File: config.mk
export PLATFORM = sky130hd
export DESIGN_NAME = unified_mem_arbiter_flat
export DESIGN_NICKNAME = d
export VERILOG_FILES = /design/src/rtl/unified_mem_arbiter_pkg.sv /design/src/rtl/unified_mem_arbiter_if.sv /design/src/rtl/unified_mem_arbiter_starve.sv /design/src/rtl/unified_mem_arbiter.sv /design/src/flat_wrapper.sv
export SDC_FILE = /design/constraint.sdc
export NUM_CORES = 1
export LEC_CHECK = 0
export ABC_CLOCK_PERIOD_IN_PS = 2200
export CELL_PAD_IN_SITES_DETAIL_PLACEMENT = 2
export CELL_PAD_IN_SITES_GLOBAL_PLACEMENT = 2
export CORE_ASPECT_RATIO = 0.75
export CORE_MARGIN = 3
export CORE_UTILIZATION = 36
export CTS_CLUSTER_DIAMETER = 60
export CTS_CLUSTER_SIZE = 30
export DETAILED_ROUTE_END_ITERATION = 10
export DONT_BUFFER_PORTS = 1
export PLACE_DENSITY = 0.84
export SLEW_MARGIN = 15
export SYNTH_ARGS = -nofsm -noshare
export SYNTH_HDL_FRONTEND = slang
export SYNTH_HIERARCHICAL = 1
export SYNTH_SLANG_ARGS = --single-unit
export TNS_END_PERCENT = 50
File: constraint.sdc
create_clock -name clk -period 2.2 [get_ports clk]
set_input_delay 0.22 -clock clk [delete_from_list [all_inputs] [get_ports clk]]
set_output_delay 0.22 -clock clk [all_outputs]
set_load 0.02 [all_outputs]
File: src/rtl/unified_mem_arbiter_pkg.sv
// Shared definitions for the unified IF/MEM memory arbiter.
//   arb_state_e   : arbiter FSM encoding
//   owner_e       : which requester owns the in-flight read
//   is_misaligned : byte-offset check on a requester address
package unified_mem_arbiter_pkg;

   typedef enum logic {
      ARB_IDLE = 1'b0,
      ARB_BUSY = 1'b1
   } arb_state_e;

   typedef enum logic {
      OWNER_IF  = 1'b0,
      OWNER_MEM = 1'b1
   } owner_e;

   function automatic logic is_misaligned(input logic [1:0] lsb);
      return |lsb;
   endfunction

endpackage

File: src/rtl/unified_mem_arbiter_if.sv
// Bus bundle between the IF/MEM requesters, the arbiter and the word RAM.
//   slave  : arbiter side (takes requests and RAM read data, drives grants,
//            read returns, stalls and the RAM strobes)
//   master : requester/RAM side (mirror image)
interface unified_mem_arbiter_if #(
   parameter int ADDR_W = 32,
   parameter int RAM_AW = 10
);
   logic              if_req;
   logic [ADDR_W-1:0] if_addr;
   logic              if_gnt;
   logic              if_rvalid;
   logic [31:0]       if_rdata;
   logic              if_stall;

   logic              mem_req;
   logic              mem_we;
   logic [ADDR_W-1:0] mem_addr;
   logic [31:0]       mem_wdata;
   logic              mem_gnt;
   logic              mem_rvalid;
   logic [31:0]       mem_rdata;
   logic              mem_stall;

   logic              misalign;

   logic              ram_en;
   logic              ram_we;
   logic [RAM_AW-1:0] ram_addr;
   logic [31:0]       ram_wdata;
   logic [31:0]       ram_rdata;

   modport slave (
      input  if_req, if_addr, mem_req, mem_we, mem_addr, mem_wdata, ram_rdata,
      output if_gnt, if_rvalid, if_rdata, if_stall,
             mem_gnt, mem_rvalid, mem_rdata, mem_stall,
             misalign, ram_en, ram_we, ram_addr, ram_wdata
   );

   modport master (
      output if_req, if_addr, mem_req, mem_we, mem_addr, mem_wdata, ram_rdata,
      input  if_gnt, if_rvalid, if_rdata, if_stall,
             mem_gnt, mem_rvalid, mem_rdata, mem_stall,
             misalign, ram_en, ram_we, ram_addr, ram_wdata
   );
endinterface

File: src/rtl/unified_mem_arbiter_starve.sv
// Saturating counter of IF losses used to break MEM-over-IF priority.
//   clk, rst_n : clock, async active-low reset
//   inc_i      : count one more loss (held at LIMIT once reached)
//   clr_i      : clear (takes precedence over inc_i)
//   full_o     : count equals LIMIT
module arb_starve_counter #(
   parameter int LIMIT = 4,
   parameter int W     = $clog2(LIMIT + 1)
) (
   input  logic clk,
   input  logic rst_n,
   input  logic inc_i,
   input  logic clr_i,
   output logic full_o
);

   logic [W-1:0] cnt_q, cnt_d;

   assign full_o = (cnt_q == W'(LIMIT));

   always_comb begin
      cnt_d = cnt_q;
      if (clr_i) begin
         cnt_d = '0;
      end else if (inc_i && !full_o) begin
         cnt_d = cnt_q + W'(1);
      end
   end

   always_ff @(posedge clk or negedge rst_n) begin
      if (!rst_n) begin
         cnt_q <= '0;
      end else begin
         cnt_q <= cnt_d;
      end
   end

endmodule

File: src/rtl/unified_mem_arbiter.sv
// Shares one single-port synchronous word RAM between instruction fetch (IF)
// and load/store (MEM). Grants are combinational in IDLE; reads hold the FSM
// in BUSY for RD_LAT cycles and return data with a one-cycle rvalid pulse.
//   clk, rst_n : clock, async active-low reset
//   bus        : requester handshakes, stalls, misalign and RAM strobes
//
//   state    | meaning
//   ---------+-------------------------------------------------------------
//   ARB_IDLE | RAM free; grant MEM (or starved IF); stores finish here
//   ARB_BUSY | read in flight for owner_q; lat_q counts down the RAM latency
module unified_mem_arbiter #(
   parameter int ADDR_W       = 32,
   parameter int RAM_AW       = 10,
   parameter int RD_LAT       = 1,
   parameter int STARVE_LIMIT = 4
) (
   input logic                  clk,
   input logic                  rst_n,
   unified_mem_arbiter_if.slave bus
);
   import unified_mem_arbiter_pkg::*;

   localparam int               LAT_W    = (RD_LAT > 1) ? $clog2(RD_LAT) : 1;
   localparam logic [LAT_W-1:0] LAT_LOAD = LAT_W'(RD_LAT - 1);

   arb_state_e       state_q, state_d;
   owner_e           owner_q, owner_d;
   logic [LAT_W-1:0] lat_q, lat_d;

   logic             if_rvalid_q, if_rvalid_d;
   logic             mem_rvalid_q, mem_rvalid_d;
   logic [31:0]      if_rdata_q, if_rdata_d;
   logic [31:0]      mem_rdata_q, mem_rdata_d;

   logic             if_wins;
   logic             if_gnt;
   logic             mem_gnt;
   logic             starve_full;

   // Upper address bits address outside the RAM and are intentionally ignored.
   logic             unused_addr_bits;
   assign unused_addr_bits = ^{bus.if_addr[ADDR_W-1:RAM_AW+2],
                               bus.mem_addr[ADDR_W-1:RAM_AW+2]};

   // Only IF losses while IF is actually waiting count toward starvation.
   arb_starve_counter #(.LIMIT(STARVE_LIMIT)) u_starve (
      .clk    (clk),
      .rst_n  (rst_n),
      .inc_i  (mem_gnt & bus.if_req),
      .clr_i  (if_gnt),
      .full_o (starve_full)
   );

   always_ff @(posedge clk or negedge rst_n) begin
      if (!rst_n) begin
         state_q <= ARB_IDLE;
         owner_q <= OWNER_IF;
         lat_q   <= '0;
      end else begin
         state_q <= state_d;
         owner_q <= owner_d;
         lat_q   <= lat_d;
      end
   end

   always_ff @(posedge clk or negedge rst_n) begin
      if (!rst_n) begin
         if_rvalid_q  <= 1'b0;
         mem_rvalid_q <= 1'b0;
         if_rdata_q   <= '0;
         mem_rdata_q  <= '0;
      end else begin
         if_rvalid_q  <= if_rvalid_d;
         mem_rvalid_q <= mem_rvalid_d;
         if_rdata_q   <= if_rdata_d;
         mem_rdata_q  <= mem_rdata_d;
      end
   end

   always_comb begin
      state_d      = state_q;
      owner_d      = owner_q;
      lat_d        = lat_q;
      if_rvalid_d  = 1'b0;
      mem_rvalid_d = 1'b0;
      if_rdata_d   = if_rdata_q;
      mem_rdata_d  = mem_rdata_q;
      case (state_q)
         ARB_IDLE: begin
            // Stores complete in the grant cycle, so only reads leave IDLE.
            if (if_gnt || (mem_gnt && !bus.mem_we)) begin
               state_d = ARB_BUSY;
               owner_d = if_gnt ? OWNER_IF : OWNER_MEM;
               lat_d   = LAT_LOAD;
            end
         end
         ARB_BUSY: begin
            if (lat_q == '0) begin
               state_d = ARB_IDLE;
               if (owner_q == OWNER_IF) begin
                  if_rvalid_d = 1'b1;
                  if_rdata_d  = bus.ram_rdata;
               end else begin
                  mem_rvalid_d = 1'b1;
                  mem_rdata_d  = bus.ram_rdata;
               end
            end else begin
               lat_d = lat_q - LAT_W'(1);
            end
         end
         default: state_d = ARB_IDLE;
      endcase
   end

   // MEM normally wins (older instruction); a starved IF takes one tie.
   always_comb begin
      if_wins = bus.if_req & (~bus.mem_req | starve_full);
      if_gnt  = (state_q == ARB_IDLE) & if_wins;
      mem_gnt = (state_q == ARB_IDLE) & bus.mem_req & ~if_wins;
   end

   assign bus.if_gnt     = if_gnt;
   assign bus.mem_gnt    = mem_gnt;
   assign bus.if_rvalid  = if_rvalid_q;
   assign bus.mem_rvalid = mem_rvalid_q;
   assign bus.if_rdata   = if_rdata_q;
   assign bus.mem_rdata  = mem_rdata_q;

   assign bus.if_stall  = bus.if_req & ~if_rvalid_q;
   assign bus.mem_stall = bus.mem_req & ~(bus.mem_we ? mem_gnt : mem_rvalid_q);

   assign bus.misalign = (if_gnt  & is_misaligned(bus.if_addr[1:0]))
                       | (mem_gnt & is_misaligned(bus.mem_addr[1:0]));

   assign bus.ram_en    = if_gnt | mem_gnt;
   assign bus.ram_we    = mem_gnt & bus.mem_we;
   assign bus.ram_addr  = mem_gnt ? bus.mem_addr[RAM_AW+1:2] : bus.if_addr[RAM_AW+1:2];
   assign bus.ram_wdata = bus.mem_wdata;

   // The owner must keep requesting until its read data returns.
   req_held_a: assert property (@(posedge clk) disable iff (!rst_n)
      (state_q == ARB_BUSY) |-> ((owner_q == OWNER_IF) ? bus.if_req : bus.mem_req));

endmodule
File: src/flat_wrapper.sv
// flat-port wrapper written by rule: the top's interface ports become plain ports
module unified_mem_arbiter_flat import unified_mem_arbiter_pkg::*;
#(
   parameter int ADDR_W       = 32,
   parameter int RAM_AW       = 10,
   parameter int RD_LAT       = 1,
   parameter int STARVE_LIMIT = 4
)
  (clk, rst_n, bus_if_req, bus_if_addr, bus_mem_req, bus_mem_we, bus_mem_addr, bus_mem_wdata, bus_ram_rdata, bus_if_gnt, bus_if_rvalid, bus_if_rdata, bus_if_stall, bus_mem_gnt, bus_mem_rvalid, bus_mem_rdata, bus_mem_stall, bus_misalign, bus_ram_en, bus_ram_we, bus_ram_addr, bus_ram_wdata);
  unified_mem_arbiter_if #(.ADDR_W(ADDR_W), .RAM_AW(RAM_AW)) bus_i ();
  input logic clk;
  input logic rst_n;
  input wire logic [$bits(bus_i.if_req)-1:0] bus_if_req;
  input wire logic [$bits(bus_i.if_addr)-1:0] bus_if_addr;
  input wire logic [$bits(bus_i.mem_req)-1:0] bus_mem_req;
  input wire logic [$bits(bus_i.mem_we)-1:0] bus_mem_we;
  input wire logic [$bits(bus_i.mem_addr)-1:0] bus_mem_addr;
  input wire logic [$bits(bus_i.mem_wdata)-1:0] bus_mem_wdata;
  input wire logic [$bits(bus_i.ram_rdata)-1:0] bus_ram_rdata;
  output wire logic [$bits(bus_i.if_gnt)-1:0] bus_if_gnt;
  output wire logic [$bits(bus_i.if_rvalid)-1:0] bus_if_rvalid;
  output wire logic [$bits(bus_i.if_rdata)-1:0] bus_if_rdata;
  output wire logic [$bits(bus_i.if_stall)-1:0] bus_if_stall;
  output wire logic [$bits(bus_i.mem_gnt)-1:0] bus_mem_gnt;
  output wire logic [$bits(bus_i.mem_rvalid)-1:0] bus_mem_rvalid;
  output wire logic [$bits(bus_i.mem_rdata)-1:0] bus_mem_rdata;
  output wire logic [$bits(bus_i.mem_stall)-1:0] bus_mem_stall;
  output wire logic [$bits(bus_i.misalign)-1:0] bus_misalign;
  output wire logic [$bits(bus_i.ram_en)-1:0] bus_ram_en;
  output wire logic [$bits(bus_i.ram_we)-1:0] bus_ram_we;
  output wire logic [$bits(bus_i.ram_addr)-1:0] bus_ram_addr;
  output wire logic [$bits(bus_i.ram_wdata)-1:0] bus_ram_wdata;
  assign bus_i.if_req = bus_if_req;
  assign bus_i.if_addr = bus_if_addr;
  assign bus_i.mem_req = bus_mem_req;
  assign bus_i.mem_we = bus_mem_we;
  assign bus_i.mem_addr = bus_mem_addr;
  assign bus_i.mem_wdata = bus_mem_wdata;
  assign bus_i.ram_rdata = bus_ram_rdata;
  assign bus_if_gnt = bus_i.if_gnt;
  assign bus_if_rvalid = bus_i.if_rvalid;
  assign bus_if_rdata = bus_i.if_rdata;
  assign bus_if_stall = bus_i.if_stall;
  assign bus_mem_gnt = bus_i.mem_gnt;
  assign bus_mem_rvalid = bus_i.mem_rvalid;
  assign bus_mem_rdata = bus_i.mem_rdata;
  assign bus_mem_stall = bus_i.mem_stall;
  assign bus_misalign = bus_i.misalign;
  assign bus_ram_en = bus_i.ram_en;
  assign bus_ram_we = bus_i.ram_we;
  assign bus_ram_addr = bus_i.ram_addr;
  assign bus_ram_wdata = bus_i.ram_wdata;
  unified_mem_arbiter #(.ADDR_W(ADDR_W), .RAM_AW(RAM_AW), .RD_LAT(RD_LAT), .STARVE_LIMIT(STARVE_LIMIT)) u_core (.clk(clk), .rst_n(rst_n), .bus(bus_i));
endmodule
==> summary.md <==
| Metric | Value |
|---|---|
| Initial DRT Pass Iterations | `4` |
| Post-layout util | `40.2%` |
| Hold depth | `1` |
| Commonest non-fill, non-tap cell in the layout | `dfrtp_1` |
| DP Area | `0.00308 mm2` |
| Worst slew margin | `67.0%` |
| # fillers | `845` |
| Final setup skew | `3.83 ps` |
| Routing usage on met2 | `22.7%` |
| Yosys warning total | `6` |
| Vias in the first global route | `1841` |
| Nets@finish | `338` |
| Reg2Reg Setup Slack | `300 ps` |
| Reg power frac | `56.4%` |
| Core area | `0.00853 mm2` |
| Share of cells above drive strength 1 | `49.0%` |
| Register area share after synthesis | `55.7%` |
| Hold Path End | `u_core/bus.if_rdata[12]$_DFFE_PN0P_` |
| Delay-heaviest family, CP | `flip-flops` |
| Mapped Cells | `223` |
| Final setup margin | `114 ps` |
| DR vias/cell | `5.31` |
| # H-tree levels | `3` |
| Reg2Reg Depth | `8` |
| Commonest cells after routing, fill and taps aside | `71 x dfrtp_1, 67 x mux2_2, 9 x clkbuf_16` |
| WL per Instance | `21.6 um` |
| Port Buf Inserts | `0` |
| Post-route setup TNS | `0 ps` |
| Clock Path Buffers | `2` |
| Clock sinks | `71` |
| RSZ-0062 raised after global routing | `false` |
| Cell area after layout | `0.00343 mm2` |
| Number of buffers created by CTS | `9` |
| Final Max Slew Viols | `0` |
| DPL Wire Length | `5.00 mm` |
| FMAX | `479 MHz` |
| Transition time at the pin with the least slew margin | `495 ps` |
| CTS Root Cell | `clkbuf_16` |
| Psw | `0.00194 W` |
| Crit path cell chain | `inv_1 > ha_2 > and2_4 > a21o_4 > buf_6 > mux2_2` |
| R2r startpoint | `u_core/u_starve/cnt_q[1]$_DFFE_PN0P_` |
| Post-CTS setup buffers | `0` |
| PD cells | `1530 mW/mm2` |
| Final ANT Viol Nets | `0` |
| Final hold vios | `0` |
| Hold Path Class | `in -> reg` |
| Die Wd | `115 um` |
| Max cap viols | `0` |
| Placement Setup Slack | `223 ps` |
| DR DRC count | `0` |
| Reg2reg end | `u_core/u_starve/cnt_q[0]$_DFFE_PN0P_` |
| Comb power frac | `17.4%` |
| WL final | `6.78 mm` |
| Clock transition at path regs | `50 ps` |
| Inserted Diodes | `0` |
| Outcome | `completed` |
| Die height | `87.5 um` |
| Global placer's final weighted congestion | `0.676` |
| Cell variety after synth | `24` |
| Critical Path Start Type | `flip-flop` |
| Via count | `1667` |
| Mapped cell area | `0.00319 mm2` |
| GRT Total Usage | `13.6%` |
| #FFs+latches synth | `71` |
| LEAKAGE | `1.51 nW` |
| Post-Synthesis Net Count | `358` |
| CTS tree | `yes` |
| Critical path buffers and inverters | `2` |
| CP arrival | `1870 ps` |
| Largest stage delay on the critical path | `410 ps` |
| Final setup fails | `0` |
| Initial DRC count | `56` |
| Slowest cell on crit path | `dfrtp_1` |
| Clk pwr share | `26.3%` |
| Critical Path RT | `1980 ps` |
| First-pass GRT wire length | `10.1 mm` |
| Met3 usage | `8.06%` |
| Layout Area Growth over Synthesis | `7.41%` |
| CP Class | `reg -> out` |
| Sw Ratio | `36.9%` |
| Peak supply drop | `0.000717 V` |
| Met1 GRT Util | `14.6%` |
| Avg Synthesized Cell Area | `14.3 um2` |
| Crit end category | `output pin` |
| Worst-path maximum fanout | `12` |
| Initial antenna violation count | `0` |
| Largest net degree at the start of global routing | `72` |
| Initial core utilization | `37.4%` |
| Worst hold start | `bus_ram_rdata[12]` |
| Period utilization | `94.8%` |
| Die area | `0.0100 mm2` |
| Busiest grt layer | `met2` |
| Total grt overflow | `0` |
| Worst skew pair latency | `330 ps` |
| Post-route minimum period | `2090 ps` |
| Core Rows | `29` |
| Internal power of the cells | `0.00332 W` |
| # IOs | `248` |
-- metrics by stage --
step,total power [W],cells,hold WS (ps)
floorplan,0.00368,223,-75.6
global placement,0.00379,297,-74.1
detailed placement,0.00389,297,-73.8
CTS,0.00535,314,26.9
global route,0.00556,314,23.9
finish,0.00526,314,41.4
-- power by group through the flow --
stage          Combinational [W]  Sequential [W]  Clock (W)
2_1_floorplan           0.000851         0.00283          0
3_3_place_gp            0.000827         0.00296          0
3_5_place_dp            0.000888         0.00300          0
4_1_cts                 0.000929         0.00298    0.00144
5_1_grt                  0.00102         0.00304    0.00149
6_report                0.000913         0.00296    0.00138
-- how the worst max path moves through the flow --
stage	from	endpoint	slack, ps	cells past startpoint
after global placement	u_core/u_starve/cnt_q[0]$_DFFE_PN0P_	u_core/u_starve/cnt_q[0]$_DFFE_PN0P_	270	8
after global routing	u_core/u_starve/cnt_q[0]$_DFFE_PN0P_	bus_ram_addr[1]	20	6
after floorplan	u_core/u_starve/cnt_q[0]$_DFFE_PN0P_	u_core/u_starve/cnt_q[0]$_DFFE_PN0P_	80	9
after CTS	u_core/u_starve/cnt_q[0]$_DFFE_PN0P_	bus_ram_addr[4]	40	6
final	u_core/u_starve/cnt_q[1]$_DFFE_PN0P_	bus_ram_addr[2]	110	6
after detailed placement	u_core/u_starve/cnt_q[0]$_DFFE_PN0P_	u_core/u_starve/cnt_q[0]$_DFFE_PN0P_	220	8
-- kinds of logic (layout without fill, tap and decap cells) --
logic type,count (synthesis),after routing,synth area share [%]
muxes,76,76,27.7
DFF,71,71,55.7
buffers and inverters,47,30,10.3
and+or+nand+nor,19,19,3.61
AOI/OAI and AO/OA,8,8,1.88
adders and majority gates,2,2,0.784
-- routing by layer --
metal  wire length (um)  share of wire (%)  vias up
met4                 72                1.1        0
li1                   -                  -      685
met2               3430                 51      116
met1               2360                 35      859
met3                922                 14        7
met5                  0                  0        -
-- final cells by class --
type | count | area (um2) | area share, %
multi-input cells | 105 | 1100 | 32.1
flip-flops and latches | 71 | 1780 | 51.9
clock inverters | 1 | 30.0 | 0.877
well taps | 108 | 135 | 3.94
inverters | 7 | 26.3 | 0.767
repair buffers | 9 | 109 | 3.18
clock buffers | 13 | 250 | 7.30
-- cells in the mapped netlist (all sizes together) --
library cell  number  share of area (%)
nand3b             1               0.24
a21boi             1               0.35
dfrtp             71                 56
ha                 2               0.78
mux2              75                 27
a21o               1               0.47
o21ai              2               0.31
o21a               1               0.24
nor2               4               0.47
buf               40                9.5
mux2i              1               0.31
a21oi              2               0.31
and4b              1               0.31
nand2              2               0.24
o22ai              1               0.20
nor2b              2               0.39
inv                7               0.82
nand2b             5                1.2
and2               3               0.59
nor3               1               0.16
-- flip-flops by register name, indices dropped and copies added, names as in the netlist --
name / count
u_core/bus.if_rdata: 32
u_core/bus.if_rvalid: 1
u_core/bus.mem_rdata: 32
u_core/bus.mem_rvalid: 1
u_core/owner_q: 1
u_core/state_q: 1
u_core/u_starve/cnt_q: 3
-- what timing repair did --
action	4_1_cts	5_1_grt
setup endpoints to repair	6	13
hold buffers	3	0
gates resized for setup	2	3
endpoints found under the hold margin	72	0
pin swaps	0	0
(Power assumes the default switching activity.)
